--- src/rtl/ram_stream_reader.sv ---
`default_nettype none
// ============================================================================
// Module      : ram_stream_reader
// Description : Bursts words from a synchronous RAM read port into a 2-entry
//               FIFO and presents them on a valid/ready stream.
//               Optional m_par output built when RD_PARITY_EN is defined.
// Revision    : 1.0 - initial release
// ============================================================================
module ram_stream_reader #(
    parameter int AW = 6,
    parameter int DW = 18
) (
    input  logic          clk,
    input  logic          rst_n,
    input  logic          start,
    input  logic [AW-1:0] base_addr,
    input  logic [AW:0]   len,
    output logic [AW-1:0] dpra,
    input  logic [DW-1:0] dpo,
    output logic [DW-1:0] m_data,
    output logic          m_valid,
    input  logic          m_ready,
    output logic          busy,
    output logic          done
`ifdef RD_PARITY_EN
    ,
    output logic          m_par
`endif
);

    typedef enum logic [1:0] {
        S_IDLE  = 2'd0,
        S_READ  = 2'd1,
        S_DRAIN = 2'd2
    } state_t;

    localparam logic [AW:0]   c_max_len  = {1'b1, {AW{1'b0}}};
    localparam logic [AW:0]   c_len_one  = {{AW{1'b0}}, 1'b1};
    localparam logic [AW-1:0] c_addr_one = {{(AW-1){1'b0}}, 1'b1};

    state_t        state_q, state_d;
    logic [AW-1:0] addr_q, addr_d;
    logic [AW-1:0] dpra_q;
    logic [AW:0]   issue_left_q, issue_left_d;
    logic [AW:0]   xfer_left_q, xfer_left_d;
    logic          zdone_q, zdone_d;
    logic          inflight_q;
    logic [DW-1:0] fifo_q [0:1];
    logic          wr_ptr_q, rd_ptr_q;
    logic [1:0]    occ_q;

    logic [AW:0]   w_eff_len;
    logic          w_pop;
    logic          w_room;
    logic          w_issue;
    logic [AW-1:0] w_issue_addr;
    logic          w_last;

    assign w_eff_len = (len > c_max_len) ? c_max_len : len;
    assign m_valid   = (occ_q != 2'd0);
    assign w_pop     = m_valid && m_ready;

    // Occupancy is counted after this cycle's pop so a steady stream keeps one
    // read issued per cycle; the FIFO plus the in-flight read never exceeds 2.
    assign w_room = (({1'b0, occ_q} + {2'b00, inflight_q}) - {2'b00, w_pop}) < 3'd2;

    always_comb begin
        state_d      = state_q;
        addr_d       = addr_q;
        issue_left_d = issue_left_q;
        xfer_left_d  = w_pop ? (xfer_left_q - c_len_one) : xfer_left_q;
        zdone_d      = 1'b0;
        w_issue      = 1'b0;
        w_issue_addr = addr_q;
        w_last       = 1'b0;
        case (state_q)
            S_IDLE: begin
                if (start) begin
                    if (w_eff_len == '0) begin
                        zdone_d = 1'b1;
                    end else begin
                        // First read goes out in the start cycle itself.
                        w_issue      = 1'b1;
                        w_issue_addr = base_addr;
                        addr_d       = base_addr + c_addr_one;
                        issue_left_d = w_eff_len - c_len_one;
                        xfer_left_d  = w_eff_len;
                        state_d      = (w_eff_len == c_len_one) ? S_DRAIN : S_READ;
                    end
                end
            end
            S_READ: begin
                if (issue_left_q == '0) begin
                    state_d = S_DRAIN;
                end else if (w_room) begin
                    w_issue      = 1'b1;
                    addr_d       = addr_q + c_addr_one;
                    issue_left_d = issue_left_q - c_len_one;
                    if (issue_left_q == c_len_one) begin
                        state_d = S_DRAIN;
                    end
                end
            end
            S_DRAIN: begin
                if (w_pop && (xfer_left_q == c_len_one)) begin
                    w_last  = 1'b1;
                    state_d = S_IDLE;
                end
            end
            default: state_d = S_IDLE;
        endcase
    end

    always_ff @(posedge clk or negedge rst_n) begin
        if (!rst_n) begin
            state_q      <= S_IDLE;
            addr_q       <= '0;
            dpra_q       <= '0;
            issue_left_q <= '0;
            xfer_left_q  <= '0;
            zdone_q      <= 1'b0;
        end else begin
            state_q      <= state_d;
            addr_q       <= addr_d;
            dpra_q       <= dpra;
            issue_left_q <= issue_left_d;
            xfer_left_q  <= xfer_left_d;
            zdone_q      <= zdone_d;
        end
    end

    always_ff @(posedge clk or negedge rst_n) begin
        if (!rst_n) begin
            fifo_q[0]  <= '0;
            fifo_q[1]  <= '0;
            wr_ptr_q   <= 1'b0;
            rd_ptr_q   <= 1'b0;
            occ_q      <= 2'd0;
            inflight_q <= 1'b0;
        end else begin
            if (inflight_q) begin
                fifo_q[wr_ptr_q] <= dpo;
                wr_ptr_q         <= ~wr_ptr_q;
            end
            if (w_pop) begin
                rd_ptr_q <= ~rd_ptr_q;
            end
            occ_q      <= (occ_q + {1'b0, inflight_q}) - {1'b0, w_pop};
            inflight_q <= w_issue;
        end
    end

    // The RAM registers dpra, so a new address must be visible in its issue cycle.
    assign dpra   = w_issue ? w_issue_addr : dpra_q;
    assign m_data = fifo_q[rd_ptr_q];
    assign busy   = (state_q != S_IDLE);
    assign done   = w_last | zdone_q;

`ifdef RD_PARITY_EN
    assign m_par = ^m_data;
`endif

endmodule
`default_nettype wire
--- config.mk ---
export PLATFORM = sky130hd
export DESIGN_NAME = ram_stream_reader
export DESIGN_NICKNAME = d
export VERILOG_FILES = /design/src/rtl/ram_stream_reader.sv
export SDC_FILE = /design/constraint.sdc
export NUM_CORES = 1
export LEC_CHECK = 0
export ABC_CLOCK_PERIOD_IN_PS = 3300
export BUFFER_PORTS_ARGS = -buffer_cell sky130_fd_sc_hd__buf_2
export CORE_ASPECT_RATIO = 0.75
export CORE_MARGIN = 1
export CORE_UTILIZATION = 58
export CTS_BUF_LIST = sky130_fd_sc_hd__clkbuf_4
export DETAILED_ROUTE_END_ITERATION = 8
export PLACE_DENSITY_LB_ADDON = 0.2
export REMOVE_ABC_BUFFERS = 1
export SYNTH_ARGS = -nofsm -noshare
export SYNTH_HDL_FRONTEND = slang
export SYNTH_SLANG_ARGS = --single-unit
--- constraint.sdc ---
create_clock -name clk -period 3.3 [get_ports clk]
set_input_delay 0.165 -clock clk [delete_from_list [all_inputs] [get_ports clk]]
set_output_delay 0.165 -clock clk [all_outputs]
set_load 0.005 [all_outputs]
==> results of run 1 <==
[timing repair]
action                                  4_1_cts  5_1_grt
endpoints found under the setup margin        6        7
pin swaps                                     0        7
hold endpoints to repair                     59        0
buffers inserted                              6        8
resized for setup                             3       10
hold buffers                                 20        0
[how the worst min path moves through the flow]
stage,endpoint
2_1_floorplan,addr_q[0]$_DFFE_PN0P_
4_1_cts,xfer_left_q[4]$_DFF_PN0_
3_3_place_gp,state_q[0]$_DFFE_PN0P_
5_1_grt,xfer_left_q[4]$_DFF_PN0_
3_5_place_dp,state_q[0]$_DFFE_PN0P_
6_report,xfer_left_q[3]$_DFF_PN0_
[where the power goes]
part           switching [mW]  internal [mW]  total [mW]
logic                   0.959           1.15        2.10
registers               0.324           1.29        1.61
clock network           0.316          0.302       0.618
total                    1.60           2.74        4.33
[metal layers]
metal  vias up  share of wire  GRT usage
met2        78           0.47      0.425
met4         0          0.012     0.0889
met5         -              0          0
met1      1408           0.46      0.378
met3        10          0.053     0.0645
li1       1399              -          -
[cell usage in the layout, fill, tap and decap left out, types with 2 or more instances in the layout]
cell type and count:
a2111oi_0 2, a211oi_1 2, a21o_1 2, a21oi_1 13, a22o_1 2, and3_1 4, buf_2 61, buf_4 19
bufinv_16 2, clkbuf_4 9, clkinv_1 2, dfrtp_1 70, dlygate4sd3_1 20, ha_1 9, inv_1 11, mux2_2 55
nand2_1 27, nand2b_1 3, nand3_1 3, nor2_1 30, nor2b_1 4, nor3_1 9, nor3_2 2, o211ai_1 2
o21a_1 2, o21ai_0 16, o21ai_2 2, o22a_1 2, o22ai_1 4, o31ai_1 3, or2_2 2, or3_1 2
or4_1 2, xnor2_1 7, xor2_1 5
[per-stage QoR]
stage	hold slack [ns]	total power, mW
after floorplan	-0.131	2.84
after global placement	0.184	3.42
after detailed placement	0.189	3.51
after CTS	0.00116	4.23
after global routing	0.0455	4.67
final	0.0374	4.33
[cell type report]
class                      count  area, µm²
sequential                    70       1750
clock buffer                   9       67.6
clock inverter                 7       88.8
tap                           78       97.6
multi-input combinational    240       1820
inverter                      12       47.5
fill                         410       1410
timing repair buffer         101        659
[critical path, cell delays in order, from the launching register on]
cell	delay, ns
dfrtp_1	0.44
o21a_4	0.24
nand2_2	0.09
o21ai_2	0.06
ha_2	0.19
fa_2	0.46
or3_4	0.38
or2_4	0.28
o22a_1	0.20
o21a_1	0.11
buf_2	0.12
[state kept, by name (all words and copies together) (netlist names)]
signal	count
xfer_left_q	7
zdone_q	1
wr_ptr_q	1
inflight_q	1
dpra_q	6
rd_ptr_q	1
issue_left_q	7
occ_q	2
addr_q	6
fifo_q	36
state_q	2
[kinds of logic (layout without fill, tap and decap cells)]
kind of cell / after synthesis / count (layout) / synth area share
muxes: 56 / 56 / 0.172
DFF: 70 / 70 / 0.477
and+or+nand+nor: 98 / 98 / 0.127
buffers and inverters: 27 / 129 / 0.0362
xor gates and xnor gates: 12 / 12 / 0.0286
adders and majority gates: 11 / 11 / 0.0396
AOI/OAI and AO/OA: 63 / 63 / 0.119
==> metrics, run 1 <==
worst path arrival time slightly below 3 ns; ys flop type dfrtp_1; H-Tree Depth 3; Mapped Avg Cell Area 10.9 µm²; crit path capture dpra[0]; via count 2895; grt ovf 0; DRC Markers 0; GRT Resource Usage Total 0.272; max_cap viols 0; worst min-delay path category in -> reg; NumNets Final 480; CTS tree done; crit path from occ_q[0]$_DFF_PN0_; largest net degree at the start of global routing 48; Post-synth top cells dfrtp_1, mux2_2, nor2_1, nand2_1, o21ai_0; number of flops mapped to enable cells by yosys 0; post-synthesis sequential area ratio 0.477; r2r startpoint occ_q[0]$_DFF_PN0_; Final period util 0.954; synthesized cell area 3670 µm²; Yosys top cell area share 0.477; Setup TNS 0 ns; FP Rows 24; detailed placement HPWL around 5400 µm; post-layout minimum cycle time 3.15 ns; Post-DRT Antenna Nets 0; VDD IR max 0.571 mV; Slew Viols, Final 0; Via density 5.60; area grow syn2layout 23.6%; dpl ws 0.248 ns; core area 5950 µm²; gp weighted congestion 0.854; design area 4530 µm²; final non-filler cell total 517; clk sinks 70; synth warn 0; die area 6650 µm²; Iter 0 DRT Violations around 180; area leader, netlist dfrtp_1; Worst-Margin Slew 0.866 ns; clk_skew 0.0144 ns; number of diodes 0; Final Setup Violations 0; Reg clk slew, reported paths about 0.12 ns; final worst setup slack approximately 0.15 ns; status completed; number of top-level pins 62; Total Wirelength ~8200 µm; fin util 0.762; Placed Instances 467; share of layout cells above drive strength 1 0.378; HP Start len[3]; Worst slew margin 0.422; CP Class reg -> out; initial antenna violation count 0; vias in the first global route 2898; FF-to-FF End issue_left_q[2]$_DFFE_PN0P_; Power Density around 960 nW/µm²; Wirelength per Cell 15.8 µm; Leakage 2.05 nW; Startpoint Class flop; Synth Register Bits 70; first-pass GRT wire length 13700 µm; top post-synthesis cells by area dfrtp_1, mux2_2, ha_1, nor2_1, nand2_1; Inserted Clock Buffers 9; cells on worst reg2reg path 14; flop2flop setup slack ~0.25 ns; worst-skew pair later-pin latency 0.42 ns; count of different cell masters after synthesis 52; CTS root buffer clkbuf_4; fmax 0.318 GHz; crit end category output port; IO Port Bufs 61; Fin. Hold Viols 0; CP Max Fanout 7; Pre-antenna DRT Iters 4; data required time of the worst path roughly 3.1 ns; synthesized instance count roughly 340; hold depth 3; top-count cell post-synth dfrtp_1; Die Ht between 70 and 80 µm; async set-reset flop share out of synthesis 1.00; placed instance area between 4000 and 5000 µm²; Die W 93.8 µm; CTS Buffer Depth 2; Initial Util 0.617
No activity file was read; power rests on OpenSTA's default activity.
==> inputs of run 2 (changes only) <==
- CORE_UTILIZATION: 58 -> 56
- CTS_BUF_LIST: sky130_fd_sc_hd__clkbuf_4 -> not set
==> run 2 against run 1 <==
  * Clock skew fell by 0.0069 ns
  * Fmax rose by 0.75%
  * Global-route usage fell by 3.1 points
  * Total power rose by 2.2%
  * Worst hold slack improved by 0.022 ns
  * Sequential power barely moved
  * Combinational power fell by 4%
==> metrics, run 2 (synthesis results as in run 1) <==
max FFs per register 36 (unchanged); H-Tree Depth 3 (unchanged); area grow syn2layout 19.0%; CP Max Fanout 9 (+2); worst path arrival time 2.96 ns (-0.02 ns); via count 2739 (-5.4%); Regs by FF count fifo_q (36), issue_left_q (7), xfer_left_q (7); worst-skew pair later-pin latency 0.34 ns (-0.08 ns); die area 6880 µm² (+3.5%); vias in the first global route 2683 (-7.4%); commonest cells after routing, fill and taps aside dfrtp_1, buf_2, mux2_2; cells on worst reg2reg path 11 (-3); first-pass GRT wire length 12500 µm (-8.6%); CTS tree done; CTS root buffer clkbuf_8; Startpoint Class flop; Worst slew margin 0.429 (+0.00698); crit end category output port; Die W 95.5 µm (+1.7%); Post-DRT Antenna Nets 0 (unchanged); VDD IR max 0.521 mV (-8.7%); FP Rows 25 (+4.2%); multi-input combinational cell area 1820 µm² (-0.21%); Seq pwr share 0.363 (-0.009); NumNets Final 452 (-5.8%); Reg clk slew, reported paths 0.08 ns (-0.04 ns); Total Wirelength 7730 µm (-5.4%); clk_skew 0.00751 ns (-0.00688 ns); Via density 5.58 (-0.38%); Final period util 0.947 (-0.00715); Fin. Hold Viols 0 (unchanged); Slew Viols, Final 0 (unchanged); Wirelength per Cell 15.7 µm (-0.43%); share of layout cells above drive strength 1 0.385 (+0.00723); CTS Buffer Depth 2 (unchanged); power share of the clock group 0.184 (+0.041); clk sinks 70 (unchanged); GRT Resource Usage Total 0.241 (-0.0307); P_int 2.86 mW (+4.7%); detailed placement HPWL 5400 µm (-0.22%); Iter 0 DRT Violations 204 (+16%); initial antenna violation count 0 (unchanged); most common cell after layout, fill and taps aside dfrtp_1; Power Density 1020 nW/µm² (+6.2%); Hold WS 0.0592 ns (+0.0218 ns); design area 4370 µm² (-3.7%); Combinational Power Share 0.453 (-0.032); fmax 0.320 GHz (+0.75%); hold depth 2 (-1); grt ovf 0 (unchanged); DRC Markers 0 (unchanged); Seq. cell area 1750 µm² (unchanged); status completed; IO Port Bufs 61 (unchanged); Die Ht 72.1 µm (+1.7%); Pre-antenna DRT Iters 4 (unchanged); max_cap viols 0 (unchanged); Inserted Clock Buffers 9 (unchanged); Initial Util 0.581 (-0.0364); placed instance area 4050 µm² (+0.59%); Final Power 4.43 mW (+2.2%); number of diodes 0 (unchanged); largest net degree at the start of global routing 33 (-31%); fin util 0.691 (-0.0715); Leakage 1.96 nW (-4.4%); P_sw 1.57 mW (-2.0%); Fill cells 471 (+15%); post-layout minimum cycle time 3.12 ns (-0.0236 ns); data required time of the worst path 3.13 ns (about the same); number of top-level pins 62 (unchanged); gp weighted congestion 0.847 (-0.75%); Setup TNS 0 ns (unchanged); CP Class reg -> out; Final Setup Violations 0 (unchanged); core area 6320 µm² (+6.3%); Worst-Margin Slew 0.854 ns (-0.0125 ns); worst min-delay path category in -> reg; Switching Fraction 0.354 (-0.0154); RSZ-0062 raised after global routing false; Reg with most FFs fifo_q
==> run 2: final timing paths <==
check | from | to | slack [ns]
worst min register to register | dpra_q[0]$_DFF_PN0_ | dpra_q[0]$_DFF_PN0_ | 0.50
max in group asynchronous | rst_n | fifo_q[16]$_DFFE_PN0P_ | 2.15
worst min-delay path | dpo[8] | fifo_q[8]$_DFFE_PN0P_ | 0.06
worst max register to register | occ_q[0]$_DFF_PN0_ | addr_q[5]$_DFFE_PN0P_ | 0.45
worst max-delay path | occ_q[0]$_DFF_PN0_ | dpra[4] | 0.18
min in group asynchronous | rst_n | state_q[0]$_DFFE_PN0P_ | 0.41
==> run 2: critical path: stages, from the launching register on <==
cell and delay [ns]:
dfrtp_1 0.38, buf_4 0.14, inv_2 0.06, nand2_2 0.07, o21ai_1 0.09, ha_2 0.21
fa_2 0.46, or3_4 0.41, o21a_4 0.24, inv_6 0.10, nor2_1 0.07, nor3_2 0.23
buf_2 0.15
==> run 2: power by group through the flow <==
stage	clock network, mW	logic [mW]	registers [mW]
floorplan	0	1.32	1.52
global placement	0	1.85	1.60
detailed placement	0	1.91	1.62
CTS	0.840	1.95	1.61
global route	0.874	2.21	1.67
finish	0.816	2.01	1.61
==> run 2: layout make-up <==
type	count	share of cell area
Multi-Input combinational cell	240	0.416
Sequential cell	70	0.401
Inverter	12	0.0115
Clock buffer	9	0.0284
Clock inverter	6	0.0255
Tap cell	81	0.0232
Timing Repair Buffer	73	0.0940
==> run 2: timing repair <==
action                                 4_1_cts  5_1_grt
pin swaps                                    1        2
hold buffers                                 1        0
buffers inserted                             1        3
setup endpoints to repair                    6        6
gates resized for setup                      4        9
endpoints found under the hold margin       30        0
cloned                                       0        0
==> run 2: per-stage QoR <==
stage / setup slack [ns] / cells
6_report: 0.176 / 491
5_1_grt: 0.0261 / 491
4_1_cts: 0.00484 / 488
3_5_place_dp: 0.194 / 471
3_3_place_gp: 0.306 / 471
2_1_floorplan: 0.428 / 322
==> run 2: routing by layer <==
metal  track usage  part of all wire  vias up
met5             0                 0        -
met4        0.0630             0.011        0
met3        0.0723             0.052        9
met2         0.376              0.47       69
met1         0.332              0.47     1328
li1              -                 -     1333
